**src/rtl/mac_seq_pkg.sv**
```systemverilog
// Shared types and constants for the MAC job sequencer.
package mac_seq_pkg;

    localparam int ACC_W = 56;
    localparam int ACT_W = 8;

    localparam logic [1:0] PREC_FULL = 2'b00;
    localparam logic [1:0] PREC_W4   = 2'b01;
    localparam logic [1:0] PREC_W2   = 2'b10;
    localparam logic [1:0] PREC_BAD  = 2'b11;

    typedef enum logic [2:0] {
        ST_IDLE,
        ST_CLEAR,
        ST_RUN,
        ST_DRAIN,
        ST_CAPTURE
    } state_e;

endpackage

```
**src/rtl/mac_sequencer_if.sv**
```systemverilog
// Operand-memory read port and MAC drive/return signals of one sequencer.
// Read port: rd_en is a one-cycle strobe, rd_act/rd_wt are valid exactly one cycle later; there is no stall.
interface mac_sequencer_if #(
    parameter int ADDR_W = 10
);
    import mac_seq_pkg::*;

    logic              rd_en;
    logic [ADDR_W-1:0] rd_addr;
    logic [ACT_W-1:0]  rd_act;
    logic [ACT_W-1:0]  rd_wt;
    logic [ACT_W-1:0]  mac_act;
    logic [ACT_W-1:0]  mac_wt;
    logic [1:0]        mac_prec;
    logic              mac_en;
    logic              mac_clr_n;
    logic [ACC_W-1:0]  mac_result;

    modport master (
        output rd_en, rd_addr, mac_act, mac_wt, mac_prec, mac_en, mac_clr_n,
        input  rd_act, rd_wt, mac_result
    );

    modport slave (
        input  rd_en, rd_addr, mac_act, mac_wt, mac_prec, mac_en, mac_clr_n,
        output rd_act, rd_wt, mac_result
    );

endinterface

```
**src/rtl/mac_seq_addr_gen.sv**
```systemverilog
// Operand address walker: loads base/len, steps once per read, flags the last read.
module mac_seq_addr_gen #(
    parameter int ADDR_W = 10,
    parameter int LEN_W  = 8
) (
    input  logic              clk,
    input  logic              rstn,
    input  logic              load,
    input  logic              step,
    input  logic [ADDR_W-1:0] base,
    input  logic [LEN_W-1:0]  len,
    output logic [ADDR_W-1:0] addr,
    output logic              cnt_zero,
    output logic              last
);

    logic [ADDR_W-1:0] addr_q, addr_d;
    logic [LEN_W-1:0]  cnt_q, cnt_d;

    always_comb begin
        addr_d = addr_q;
        cnt_d  = cnt_q;
        if (load) begin
            addr_d = base;
            cnt_d  = len;
        end else if (step) begin
            // Address wraps naturally at 2^ADDR_W.
            addr_d = addr_q + ADDR_W'(1);
            cnt_d  = cnt_q - LEN_W'(1);
        end
    end

    always_ff @(posedge clk or negedge rstn) begin
        if (!rstn) begin
            addr_q <= '0;
            cnt_q  <= '0;
        end else begin
            addr_q <= addr_d;
            cnt_q  <= cnt_d;
        end
    end

    assign addr     = addr_q;
    assign cnt_zero = (cnt_q == '0);
    assign last     = (cnt_q == LEN_W'(1));

endmodule

```
**src/rtl/mac_sequencer.sv**
```systemverilog
// Job controller for one MAC: clear, stream operands, drain, capture result.
// Optional performance counters (job_cnt, busy_cnt) under MAC_SEQ_PERFCNT_EN.
module mac_sequencer
    import mac_seq_pkg::*;
#(
    parameter int LEN_W  = 8,
    parameter int ADDR_W = 10
) (
    input  logic              clk,
    input  logic              rstn,
    input  logic              start,
    input  logic              abort,
    input  logic [1:0]        prec,
    input  logic [ADDR_W-1:0] base,
    input  logic [LEN_W-1:0]  len,
    output logic              busy,
    output logic              done,
    output logic              err,
    output logic [ACC_W-1:0]  result,
    output state_e            dbg_state,
`ifdef MAC_SEQ_PERFCNT_EN
    output logic [15:0]       job_cnt,
    output logic [31:0]       busy_cnt,
`endif
    mac_sequencer_if.master   mem_mac
);

    state_e           state_q, state_d;
    logic             drain_q, drain_d;
    logic [1:0]       prec_q, prec_d;
    logic [ACC_W-1:0] result_q, result_d;
    logic             done_q, done_d;
    logic             err_q, err_d;
    logic             clr_n_q, clr_n_d;
    logic             rd_en_q, rd_en_d;
    logic             load;
    logic             abort_hit;
    logic             flush;
    logic             cnt_zero;
    logic             last_rd;

    mac_seq_addr_gen #(
        .ADDR_W (ADDR_W),
        .LEN_W  (LEN_W)
    ) u_addr_gen (
        .clk      (clk),
        .rstn     (rstn),
        .load     (load),
        .step     (rd_en_d),
        .base     (base),
        .len      (len),
        .addr     (mem_mac.rd_addr),
        .cnt_zero (cnt_zero),
        .last     (last_rd)
    );

    assign abort_hit = abort && (state_q != ST_IDLE);
    // Second drain cycle: enable with zero operands pushes the product register into Result.
    assign flush     = (state_q == ST_DRAIN) && drain_q;

    always_comb begin
        state_d  = state_q;
        drain_d  = 1'b0;
        prec_d   = prec_q;
        result_d = result_q;
        done_d   = 1'b0;
        err_d    = 1'b0;
        rd_en_d  = 1'b0;
        load     = 1'b0;
        case (state_q)
            ST_IDLE: begin
                if (start) begin
                    if (prec == PREC_BAD) begin
                        err_d = 1'b1;
                    end else begin
                        load    = 1'b1;
                        prec_d  = prec;
                        state_d = ST_CLEAR;
                    end
                end
            end
            ST_CLEAR:   state_d = cnt_zero ? ST_CAPTURE : ST_RUN;
            ST_RUN: begin
                rd_en_d = 1'b1;
                if (last_rd) state_d = ST_DRAIN;
            end
            ST_DRAIN: begin
                drain_d = ~drain_q;
                if (drain_q) state_d = ST_CAPTURE;
            end
            ST_CAPTURE: begin
                result_d = mem_mac.mac_result;
                done_d   = 1'b1;
                state_d  = ST_IDLE;
            end
            default:    state_d = ST_IDLE;
        endcase
        // Abort wins over everything, including the capture edge.
        if (abort_hit) begin
            state_d  = ST_IDLE;
            drain_d  = 1'b0;
            rd_en_d  = 1'b0;
            result_d = result_q;
            done_d   = 1'b0;
        end
        clr_n_d = (state_d != ST_CLEAR);
    end

    always_ff @(posedge clk or negedge rstn) begin
        if (!rstn) begin
            state_q  <= ST_IDLE;
            drain_q  <= 1'b0;
            prec_q   <= PREC_FULL;
            result_q <= '0;
            done_q   <= 1'b0;
            err_q    <= 1'b0;
            clr_n_q  <= 1'b1;
            rd_en_q  <= 1'b0;
        end else begin
            state_q  <= state_d;
            drain_q  <= drain_d;
            prec_q   <= prec_d;
            result_q <= result_d;
            done_q   <= done_d;
            err_q    <= err_d;
            clr_n_q  <= clr_n_d;
            rd_en_q  <= rd_en_d;
        end
    end

    assign mem_mac.rd_en     = rd_en_d;
    assign mem_mac.mac_en    = !abort_hit && (rd_en_q || flush);
    assign mem_mac.mac_act   = rd_en_q ? mem_mac.rd_act : '0;
    assign mem_mac.mac_wt    = rd_en_q ? mem_mac.rd_wt  : '0;
    assign mem_mac.mac_prec  = prec_q;
    assign mem_mac.mac_clr_n = clr_n_q;

    assign busy      = (state_q != ST_IDLE);
    assign done      = done_q;
    assign err       = err_q;
    assign result    = result_q;
    assign dbg_state = state_q;

`ifdef MAC_SEQ_PERFCNT_EN
    logic [15:0] job_cnt_q, job_cnt_d;
    logic [31:0] busy_cnt_q, busy_cnt_d;

    always_comb begin
        job_cnt_d  = job_cnt_q + 16'(done_q);
        busy_cnt_d = busy_cnt_q + 32'(busy);
    end

    always_ff @(posedge clk or negedge rstn) begin
        if (!rstn) begin
            job_cnt_q  <= '0;
            busy_cnt_q <= '0;
        end else begin
            job_cnt_q  <= job_cnt_d;
            busy_cnt_q <= busy_cnt_d;
        end
    end

    assign job_cnt  = job_cnt_q;
    assign busy_cnt = busy_cnt_q;
`endif

endmodule
```
**src/flat_wrapper.sv**
```systemverilog
// flat-port wrapper written by rule: the top's interface ports become plain ports
module mac_sequencer_flat import mac_seq_pkg::*;
#(
    parameter int LEN_W  = 8,
    parameter int ADDR_W = 10
)
  (clk, rstn, start, abort, prec, base, len, busy, done, err, result, dbg_state, mem_mac_rd_en, mem_mac_rd_addr, mem_mac_mac_act, mem_mac_mac_wt, mem_mac_mac_prec, mem_mac_mac_en, mem_mac_mac_clr_n, mem_mac_rd_act, mem_mac_rd_wt, mem_mac_mac_result);
  mac_sequencer_if #(.ADDR_W(ADDR_W)) mem_mac_i ();
  input  logic clk;
  input  logic rstn;
  input  logic start;
  input  logic abort;
  input  logic [1:0] prec;
  input  logic [ADDR_W-1:0] base;
  input  logic [LEN_W-1:0] len;
  output logic busy;
  output logic done;
  output logic err;
  output logic [ACC_W-1:0] result;
  output state_e dbg_state;
  output wire logic [$bits(mem_mac_i.rd_en)-1:0] mem_mac_rd_en;
  output wire logic [$bits(mem_mac_i.rd_addr)-1:0] mem_mac_rd_addr;
  output wire logic [$bits(mem_mac_i.mac_act)-1:0] mem_mac_mac_act;
  output wire logic [$bits(mem_mac_i.mac_wt)-1:0] mem_mac_mac_wt;
  output wire logic [$bits(mem_mac_i.mac_prec)-1:0] mem_mac_mac_prec;
  output wire logic [$bits(mem_mac_i.mac_en)-1:0] mem_mac_mac_en;
  output wire logic [$bits(mem_mac_i.mac_clr_n)-1:0] mem_mac_mac_clr_n;
  input wire logic [$bits(mem_mac_i.rd_act)-1:0] mem_mac_rd_act;
  input wire logic [$bits(mem_mac_i.rd_wt)-1:0] mem_mac_rd_wt;
  input wire logic [$bits(mem_mac_i.mac_result)-1:0] mem_mac_mac_result;
  assign mem_mac_rd_en = mem_mac_i.rd_en;
  assign mem_mac_rd_addr = mem_mac_i.rd_addr;
  assign mem_mac_mac_act = mem_mac_i.mac_act;
  assign mem_mac_mac_wt = mem_mac_i.mac_wt;
  assign mem_mac_mac_prec = mem_mac_i.mac_prec;
  assign mem_mac_mac_en = mem_mac_i.mac_en;
  assign mem_mac_mac_clr_n = mem_mac_i.mac_clr_n;
  assign mem_mac_i.rd_act = mem_mac_rd_act;
  assign mem_mac_i.rd_wt = mem_mac_rd_wt;
  assign mem_mac_i.mac_result = mem_mac_mac_result;
  mac_sequencer #(.LEN_W(LEN_W), .ADDR_W(ADDR_W)) u_core (.clk(clk), .rstn(rstn), .start(start), .abort(abort), .prec(prec), .base(base), .len(len), .busy(busy), .done(done), .err(err), .result(result), .dbg_state(dbg_state), .mem_mac(mem_mac_i));
endmodule
```
**config.mk**
```make
export PLATFORM = sky130hd
export DESIGN_NAME = mac_sequencer_flat
export DESIGN_NICKNAME = d
export VERILOG_FILES = /design/src/rtl/mac_seq_pkg.sv /design/src/rtl/mac_sequencer_if.sv /design/src/rtl/mac_seq_addr_gen.sv /design/src/rtl/mac_sequencer.sv /design/src/flat_wrapper.sv
export SDC_FILE = /design/constraint.sdc
export NUM_CORES = 1
export LEC_CHECK = 0
export CAP_MARGIN = 20
export CORE_MARGIN = 4
export CORE_UTILIZATION = 40
export DETAILED_ROUTE_END_ITERATION = 7
export GPL_TIMING_DRIVEN = 0
export PLACE_DENSITY = 0.8
export SLEW_MARGIN = 0
export SYNTH_ARGS = -nofsm -noshare
export SYNTH_HDL_FRONTEND = slang
export SYNTH_HIERARCHICAL = 1
export SYNTH_SLANG_ARGS = --single-unit
```
**constraint.sdc**
```tcl
create_clock -name clk -period 2.7 [get_ports clk]
set_input_delay 0.27 -clock clk [delete_from_list [all_inputs] [get_ports clk]]
set_output_delay 0.27 -clock clk [all_outputs]
set_load 0.02 [all_outputs]
```
# Yosys cells after proc, flatten, opt, wreduce, memory -nomap -nowiden
# Index checks and enable logic that the tools add are counted.
# word_totals
ff_bits,84
inputBits,96
out_inout_bits,93
word_cells,58
# classes
n_addsub,2
n_eq_ne,7
mux,25
bitwise_logic,3
reduce_logical,11
# op_table
cell,n
$mux W8,4
$mux W10,2
$mux W3,6
$mux W1,12
$pmux W3 S4,1
$add A10 B1 Y10 const B,1
$eq A8 B1 Y1 const B,1
$logic_not A8 Y1,1
$sub A8 B1 Y8 const B,1
$eq A3 B2 Y1 const B,2
$eq A3 B1 Y1 const B,1
$eq A3 B3 Y1 const B,1
$logic_and A1 B1 Y1,3
$logic_not A3 Y1,1
$ne A3 B1 Y1 const B,1
$not A1 Y1,3
$reduce_and A3 Y1,1
$reduce_bool A3 Y1,1
$eq A2 B2 Y1 const B,1
$reduce_and A2 Y1,1
$reduce_bool A2 Y1,1
$logic_not A1 Y1,1
$logic_or A1 B1 Y1,1

# Longest topological paths before layout
# Gate-level depths: netlist of the first run.
# depth
word_depth,6
ltp_mapped,9
ltp_nobuf,6

# Hierarchy
# The synthesis of the first run kept the hierarchy.
# by_module_without_submodules
module,n_inst,cells_each,area_per_inst_um2,seq_area_each_um2
mac_sequencer,1,176,2648.8,1652.8
mac_seq_addr_gen,1,119,1088.5,450.4

# Worst setup path before layout of the first run
# OpenSTA, ideal clock, no wires.
# synth_path
path_kind,register to register
from,register u_core.state_q[1] (netlist: u_core/dbg_state[1])
to,register u_core.u_addr_gen.cnt_q[0]
setup_time_ps,135
arrival_ps,2277
required_ps,2565
path_slack_ps,288
stages_incl_launch_ff,9
path_buffers,5
period_less_slack_ps,2412
cell_sequence,dfrtp_1 buf_6 or4b_1 buf_2 a21oi_4 clkbuf_1 buf_2 clkbuf_1 o21ai_0
# synth_via
word_cells_on_any_way,9
classes_between,eq/ne: 1; mux: 4; reduce/logical: 4
# synth_lines
item,line_no,source
from (decl),mac_sequencer.sv:28,"state_e state_q, state_d;"
from (signal assigned),mac_sequencer.sv:120,state_q <= state_d;
$logic_not A3 Y1 *,mac_sequencer.sv:70,case (state_q)
$mux W1 *,mac_sequencer.sv:70,
named net u_core.load,mac_sequencer.sv:36,logic load;
$mux W8 or $reduce_bool A2 Y1 (tied branches),--,
to (signal assigned),mac_seq_addr_gen.sv:39,cnt_q <= cnt_d;
to (decl),mac_seq_addr_gen.sv:18,"logic [LEN_W-1:0] cnt_q, cnt_d;"
# Mark *: on every way through the listed nets, which the timed path passes. The rest lies on a longest branch.
# A chain may end at the register's enable or synchronous reset.

# Worst setup path after layout of the first run
# layout_path
from,input port abort
to,output port mem_mac_rd_en
# layout_via
elab_chain_cells,2
# layout_lines
item,line_no,source
from (decl),flat_wrapper.sv:12,input logic abort;
$logic_and A1 B1 Y1,mac_sequencer.sv:57,assign abort_hit = abort && (state_q != ST_IDLE);
$mux W1,mac_sequencer.sv:99,if (abort_hit) begin
to (decl),flat_wrapper.sv:21,output wire logic [$bits(mem_mac_i.rd_en)-1:0] mem_mac_rd_en;
# No other way between the ends.

==> impl_metrics.toml, run 1 <==
[status]
outcome = "finished clean"

[placed_design]
place_congestion = 0.771
port_buffers = 188
place_ws_ns = -0.268
dpl_cell_area_um2 = 5780
dp.final_hpwl_um = 7700

[global_route]
grt.overflow.total = 0
antenna_found_initial = 0
grt_usage_pct = 17.8
grt_max_degree = 60
grt_pass1_vias = 3123
grt_pass1_wl_um = 15800

[synthesis]
syn_nets = 395
yosys_warnings = 6
netlist_area_um2 = 3740
yosysTopAreaCell = "dfrtp_1"
async_flop_share_pct = 100
synth_cells = 295
avgSynthCellArea_um2 = 12.7
synth_cell_types = 47
synth_top_area_share_pct = 55.6
synth_edf_count = 0
ys_top_cells_by_area = "dfrtp_1 56%, mux2_2 14%, and2_1 2.8%"
synthFlopType = "dfrtp_1"
ys_seq_area_share_pct = 56.3
ys_seq_elements = 84

[setup_path]
path_cells = "clkdlybuf4s50_1 > nor2_1 > nand2_1 > nor2_1 > clkdlybuf4s50_1"
critical_path.slowest_cell = "clkdlybuf4s50_1"
critical-path-top-delay-family = "buffers and inverters"
crit_required_ns = 2.43
worstSetupPathType = "in2out"
start_kind = "input pin"
arrival_ns = 2.23
path_max_fanout = 8
cpPeakStageDelay_ns = 0.71
crit_buf_inv = 2
cp-end-kind = "output port"

[routing]
ant_nets = 0
first_iter_violations = 87
wl_per_cell_um = 15.9
first_pass_iters = 4
avgViaCountPerCell = 4.94
route.final.wire_length_um = 9790
drc_errors = 0
vias = 3031

[floorplanning]
die_w_um = 105
io_pins = 189
die_area_um2 = 11000
start_util_pct = 40.8
rows = 35
core_area_um2 = 9150
fp.dieH_um = 105

[timing]
fmax_mhz = 400
hold_viol_final = 0
finalMaxSlewViolations = 0
slew_headroom_pct = 62.2
finClkSkew_ns = 0.0119
setup_viol = 0
period_needed_ns = 2.50
worst_slack_ns = 0.198
timing.final.crit_share_pct = 92.7
setup-tns-final_ns = 0
rsz0062_at_grt = "false"
worstMarginPinSlew_ns = 0.559

[clock_tree]
htree_num_levels = 3
clkSinkCount = 84
cts_tree = "built"
cts_root_buffer = "clkbuf_8"
clk_latency_ns = 0.34
cts_resized = 0
clk_pin_slew_ns = 0.09
cts_buffers = 9
cts.path.max_buffers = 2

[job]
cap_violations = 0

[power_and_ir_drop]
ir_drop_mv = 0.486
power_density_nw_per_um2 = 737
finalPower_mw = 4.41
p_leak_nw = 2.61

[layout]
drive_gt1_share_pct = 17.5
final_area_um2 = 5990
nets = 598
num_antenna_cells = 0
final_cell_mix = "187 x clkdlybuf4s50_1, 83 x dfrtp_1, 48 x mux2_2, 23 x nand2_1, 17 x and2_1"
nFillCells = 699
layout_commonest_cell = "clkdlybuf4s50_1"
area_growth_pct = 60.2

[hold_path]
hp-class = "in2async"
[layout make-up]
type / instances / area (um^2) / area share [%]
tap: 111 / 139 / 2.32
sequential: 84 / 2100 / 35.1
multi-input combinational: 190 / 1500 / 25.0
buffer: 13 / 105 / 1.76
timing repair buffer: 193 / 1940 / 32.4
clock inverter: 6 / 46.3 / 0.773
clock buffer: 10 / 128 / 2.13
inverter: 7 / 26.3 / 0.439
[kinds of logic (layout without fill, tap and decap cells)]
kind of cell	after synthesis	in the layout	share of synthesized area (%)
adder cells (fa/ha/maj)	4	4	1.34
flip-flops	84	84	56.3
AO/OA/AOI/OAI	28	28	5.16
buffers and inverters	21	229	3.62
AND/OR/NAND/NOR	91	91	14.0
XOR/XNOR	8	8	1.87
multiplexers	59	59	17.7
[metrics by stage]
stage | utilization [%] | std cells | hold WS, ns
finish | 65.4 | 614 | 0.388
floorplan | - | 295 | -0.0256
global placement | 62.9 | 594 | 0.445
CTS | 65.2 | 611 | 0.379
global route | 65.4 | 614 | 0.405
detailed placement | 63.2 | 595 | 0.212
[registers in the layout, indices dropped and copies added, names as in the netlist]
signal	cells
u_core/dbg_state	3
u_core/done	1
u_core/drain_q	1
u_core/err	1
u_core/mem_mac.mac_clr_n	1
u_core/mem_mac.mac_prec	2
u_core/rd_en_q	1
u_core/result	56
u_core/u_addr_gen/addr	10
u_core/u_addr_gen/cnt_q	8
[final timing paths]
kind	cells past startpoint	slack, ns	startpoint	to
worst max-delay path	5	0.20	abort	mem_mac_rd_en
worst max register to register	8	0.29	u_core/dbg_state[1]	u_core/u_addr_gen/addr[1]
worst min register to register	1	0.48	u_core/drain_q	u_core/drain_q
worst min-delay path	2	0.39	rstn	u_core/result[2]
max in group asynchronous	3	1.72	rstn	u_core/result[25]
min in group clk	1	0.48	u_core/drain_q	u_core/drain_q
[what timing repair did]
action                                  in CTS  in global routing
hold buffers                                 1                  0
endpoints found under the hold margin       24                  0
endpoints found under the setup margin       9                  8
setup buffers                                0                  3
[power by group]
part           leakage, nW  switching [mW]  internal [mW]  total, mW
Sequential            1.12           0.257           1.55       1.81
Clock               0.0833           0.451          0.341      0.792
Combinational         1.40           0.854          0.955       1.81
Total                 2.61            1.56           2.85       4.41
[per-layer routing]
| layer | GRT usage [%] | share of wire (%) |
|---|---|---|
| met5 | 0 | 0 |
| met4 | 6.56 | 2.0 |
| met3 | 4.26 | 6.8 |
| met2 | 30.0 | 49 |
| met1 | 22.4 | 42 |
[synth_stat cells (2+ instances only)]
master     n
and2_1    17
o31a_1     2
buf_6      5
nand3_1   10
clkbuf_1   3
mux2_2    48
mux2i_1    2
o21ai_0   16
nand2_1   23
nor2b_1    4
xnor2_1    5
dfrtp_1   83
nor4b_1    3
nand4_1    4
or4b_1     2
xor2_1     3
ha_1       4
nor3b_1    2
nor2_1     9
mux2_1     9
inv_1      6
buf_2      4
or4_1      6
o22a_1     2
Power figures use the tool's default switching activity.
==> run 2, diff against run 1 <==
- CORE_UTILIZATION: 40 -> 36
- PLACE_DENSITY: 0.8 -> 0.76
- clock period: 2.7 -> 2.3 ns (I/O delays scaled with it)
==> run 2 against run 1 <==
  * Worst hold slack better by 0.024 ns
  * Critical path depth up 1
  * Core utilization is 4.6 points lower
  * Critical path type is now reg2reg
  * Routed wire length up 3.6%
  * Largest cell class unchanged
  * Combinational power rose by 18%
  * Via count up 0.43%
  * Critical endpoint is now u_core/u_addr_gen/addr[3]
==> impl_metrics.toml, run 2 (synthesis gave the netlist of run 1 again) <==
[power_and_ir_drop]
power_density_nw_per_um2 = 885
pwr-share-seq_pct = 39.7
p_leak_nw = 2.65
p_sw_share_pct = 34.8
ir_drop_mv = 0.463
combPwrFrac_pct = 39.7
clkPwrFrac_pct = 20.6
p_int_mw = 3.49
switchingPower_mw = 1.87

[routing]
route.final.wire_length_um = 10100
first_pass_iters = 4
first_iter_violations = 109
wl_per_cell_um = 16.0
ant_nets = 0
vias = 3044
drc_errors = 0
avgViaCountPerCell = 4.79

[floorplanning]
start_util_pct = 37.5
io_pins = 189
rows = 36
core_area_um2 = 9950
die_area_um2 = 12100
fp.dieH_um = 110
die_w_um = 110

[clock_tree]
clkSinkCount = 84
clk_pin_slew_ns = 0.10
cts_tree = "built"
clk_latency_ns = 0.34
cts_root_buffer = "clkbuf_8"
htree_num_levels = 3
cts_buffers = 9
cts.path.max_buffers = 2

[placed_design]
placedCellCount = 617
port_buffers = 188
dp.final_hpwl_um = 7940
place_congestion = 0.801
dpl_cell_area_um2 = 5810

[global_route]
grt_max_degree = 44
grt.overflow.total = 0
antenna_found_initial = 0
grt_usage_pct = 16.4
grt_pass1_wl_um = 15600
grt_pass1_vias = 3090

[setup_path]
critical_path.slowest_cell = "or4b_1"
crit_required_ns = 2.53
rrSetupSlack_ns = 0.12
arrival_ns = 2.42
path_max_fanout = 10
cp-end-kind = "register"
start_kind = "register"
worstSetupPathType = "reg2reg"
path_cells = "or4b_1 > buf_2 > a21oi_4 > clkbuf_8 > buf_4 > mux2_2"
cpPeakStageDelay_ns = 0.53

[layout]
final_cell_mix = "185 x clkdlybuf4s50_1, 83 x dfrtp_1, 48 x mux2_2, 23 x nand2_1, 17 x and2_1"
largest_reg_flops = 56
layout_commonest_cell = "clkdlybuf4s50_1"
area_growth_pct = 62.0
final_cells = 635
drive_gt1_share_pct = 17.9
final_area_um2 = 6050
regArea_um2 = 2100
nFillCells = 814
multi_input_area_um2 = 1510
nets = 597
num_antenna_cells = 0

[timing]
whs_ns = 0.413
slew_headroom_pct = 58.9
period_needed_ns = 2.18
setup_viol = 0
fmax_mhz = 458
finalMaxSlewViolations = 0
hold_viol_final = 0
rsz0062_at_grt = "false"
timing.final.crit_share_pct = 94.9
worstMarginPinSlew_ns = 0.608
finClkSkew_ns = 0.0123

[hold_path]
hp-class = "in2async"

[status]
outcome = "finished clean"

[job]
cap_violations = 0
## run 2: changes by cell type in the layout (fill, tap and decap cells not counted), moves of 2 or more
cell | previous run | this run
clkdlybuf4s50_1 | 187 | 185
clkbuf_1 | 3 | 1
clkbuf_8 | 10 | 12
clkinvlp_4 | 2 | 0
## run 2: final timing paths
kind	start	to	cells after the start
setup / recovery	u_core/dbg_state[0]	u_core/u_addr_gen/addr[3]	6
hold / removal	rstn	u_core/result[2]	2
setup reg to reg	u_core/dbg_state[0]	u_core/u_addr_gen/addr[3]	6
hold reg to reg	u_core/drain_q	u_core/drain_q	1
max in group asynchronous	rstn	u_core/result[36]	3
min in group clk	len[5]	u_core/u_addr_gen/cnt_q[5]	3
## run 2: critical path, delay by kind of cell (launching register included)
kind,cells,cell delay [ns]
muxes,1,0.35
and+or+nand+nor,1,0.53
DFF,1,0.51
buffers and inverters,3,0.53
AOI/OAI and AO/OA,1,0.15
## run 2: metal layers
| layer | GRT usage [%] | wire length [um] |
|---|---|---|
| met3 | 4.11 | 780 |
| met5 | 0 | 0 |
| met2 | 28.7 | 5170 |
| met4 | 5.97 | 187 |
| met1 | 19.5 | 4010 |
## run 2: power groups by stage
stage	sequential, mW	clock (mW)	combinational [mW]
2_1_floorplan	2.44	0	0.755
3_3_place_gp	2.13	0	2.07
3_5_place_dp	2.15	0	2.13
4_1_cts	2.13	1.15	2.16
5_1_grt	2.19	1.21	2.29
6_report	2.12	1.11	2.13
## run 2: final cells by class
cell class | count | share of cell area, %
Sequential cell | 84 | 34.7
Timing Repair Buffer | 191 | 31.7
Multi-Input combinational cell | 190 | 24.9
Tap cell | 133 | 2.75
Clock buffer | 10 | 2.27
Buffer | 14 | 2.07
Clock inverter | 6 | 1.16
Inverter | 7 | 0.434
## run 2: repair_timing
action	in CTS	in global routing
hold buffers	1	0
endpoints found under the hold margin	41	0
setup endpoints to repair	20	1
gates resized for setup	7	1
buffers inserted	1	0
## run 2: metrics by stage
step	setup TNS, ns	setup WS (ns)	utilization, %	power, mW
after floorplan	0	0.0204	-	3.20
after global placement	-173.56	-2.04	58.1	4.20
after detailed placement	-4.69	-0.350	58.3	4.28
after CTS	0	0.0530	60.8	5.43
after global routing	0	0.00988	60.8	5.68
final	0	0.116	60.8	5.36
==> run 3, diff against run 2 <==
- SKIP_CTS_REPAIR_TIMING: unset -> 1
==> run 3 against run 2 <==
  * Routed wire length fell by 0.54%
  * Maximum frequency down 1.5%
  * Power about the same
  * Cell area up 0.10%
  * Combinational power about the same
  * Setup slack got worse by 0.034 ns
  * Worst hold slack improved by 0.0019 ns
==> impl_metrics.toml, run 3 (synthesis gave the netlist of run 1 again) <==
[global_route]
grt_util_met3_pct = 4.11
grt_max_degree = 44
grt.overflow.total = 0
grt_pass1_wl_um = 15500
use_met2_pct = 28.6
antenna_found_initial = 0
use_met1_pct = 19.4
grt_pass1_vias = 3084
grt_most_used_layer = "met2"
grt_usage_pct = 16.4

[timing]
rsz0062_at_grt = "false"
hold_viol_final = 0
setup_viol = 0
fmax_mhz = 451
finalMaxSlewViolations = 0
timing.final.crit_share_pct = 96.4
period_needed_ns = 2.22
slew_headroom_pct = 59.3
worstMarginPinSlew_ns = 0.602
finClkSkew_ns = 0.00988

[power_and_ir_drop]
power_density_nw_per_um2 = 885
ir_drop_mv = 0.462
p_leak_nw = 2.67
finalPower_mw = 5.36

[clock_tree]
cts_tree = "built"
clkSinkCount = 84
clk_pin_slew_ns = 0.09
htree_num_levels = 3
cts_buffers = 9
cts_root_buffer = "clkbuf_8"
cts.path.max_buffers = 2
clk_latency_ns = 0.34

[routing]
first_pass_iters = 4
ant_nets = 0
route.final.wire_length_um = 10100
drc_errors = 0
avgViaCountPerCell = 4.76
first_iter_violations = 111
wl_per_cell_um = 15.9
vias = 3029

[placed_design]
dp.final_hpwl_um = 7940
dpl_cell_area_um2 = 5810
place_congestion = 0.801
port_buffers = 188

[layout]
nets = 598
area_growth_pct = 62.1
final_area_um2 = 6060
layout_commonest_cell = "clkdlybuf4s50_1"
final_cell_mix = "185 x clkdlybuf4s50_1, 82 x dfrtp_1, 48 x mux2_2, 23 x nand2_1, 17 x and2_1"
largest_reg_flops = 56
num_antenna_cells = 0
drive_gt1_share_pct = 18.3
nFillCells = 814

[floorplanning]
start_util_pct = 37.5
rows = 36
die_area_um2 = 12100
core_area_um2 = 9950
die_w_um = 110
io_pins = 189
fp.dieH_um = 110

[hold_path]
hp-class = "in2async"

[setup_path]
arrival_ns = 2.44
crit_required_ns = 2.53
start_kind = "register"
cp-end-kind = "register"
path_max_fanout = 10
worstSetupPathType = "reg2reg"
rrSetupSlack_ns = 0.08

[status]
outcome = "finished clean"

[job]
cap_violations = 0
==> run 3: changes by cell type in the layout (fill, tap and decap cells not counted) <==
cell	previous run	this run
clkbuf_4	1	0
dlymetal6s2s_1	1	2
dfrtp_2	0	1
dlygate4sd2_1	1	0
dfrtp_1	83	82
clkbuf_8	12	11
buf_4	4	7
==> run 3: where the power goes <==
| group | switching (mW) | internal [mW] |
|---|---|---|
| sequential | 0.302 | 1.83 |
| clock | 0.561 | 0.544 |
| combinational | 1.00 | 1.13 |
| total | 1.87 | 3.50 |
==> run 3: worst max-delay path, cell delays in order, from the launching register on <==
cell and delay [ns]:
dfrtp_1 0.39, buf_6 0.14, or4b_1 0.50, buf_2 0.17
a21oi_4 0.15, buf_4 0.20, nor2_1 0.06, a221oi_1 0.36
nand3_1 0.12
==> run 3: path summary, 6_finish.rpt <==
check,startpoint,end,cells past startpoint
setup / recovery,u_core/dbg_state[1],u_core/u_addr_gen/addr[9],8
hold / removal,rstn,u_core/result[2],2
setup reg to reg,u_core/dbg_state[1],u_core/u_addr_gen/addr[9],8
hold reg to reg,u_core/drain_q,u_core/drain_q,1
max in group asynchronous,rstn,u_core/result[36],3
min in group clk,base[1],u_core/u_addr_gen/addr[1],3
==> run 3: per-layer routing <==
metal | vias up | wire [um]
met5 | - | 0
met4 | 0 | 154
met3 | 13 | 754
met2 | 115 | 5200
met1 | 1459 | 3980
li1 | 1442 | -
==> run 3: cell type report <==
cell class              count  area [um^2]  area share [%]
flip-flops and latches     84         2100            34.7
repair buffers            192         1930            31.8
multi-input cells         190         1510            24.9
well taps                 133          166            2.75
clock buffers              10          138            2.27
plain buffers              14          119            1.96
clock inverters             6         70.1            1.16
inverters                   7         26.3           0.434
==> run 3: stage by stage <==
stage / setup slack, ns / hold slack, ns / setup TNS [ns] / util [%] / std cells
floorplan: 0.0204 / -0.0656 / 0 / - / 295
global placement: -2.04 / 0.442 / -173.56 / 58.1 / 616
detailed placement: -0.350 / 0.267 / -4.69 / 58.3 / 617
CTS: -0.289 / -0.124 / -2.58 / 60.4 / 633
global route: 0.0210 / 0.433 / 0 / 60.9 / 636
finish: 0.0828 / 0.415 / 0 / 60.9 / 636
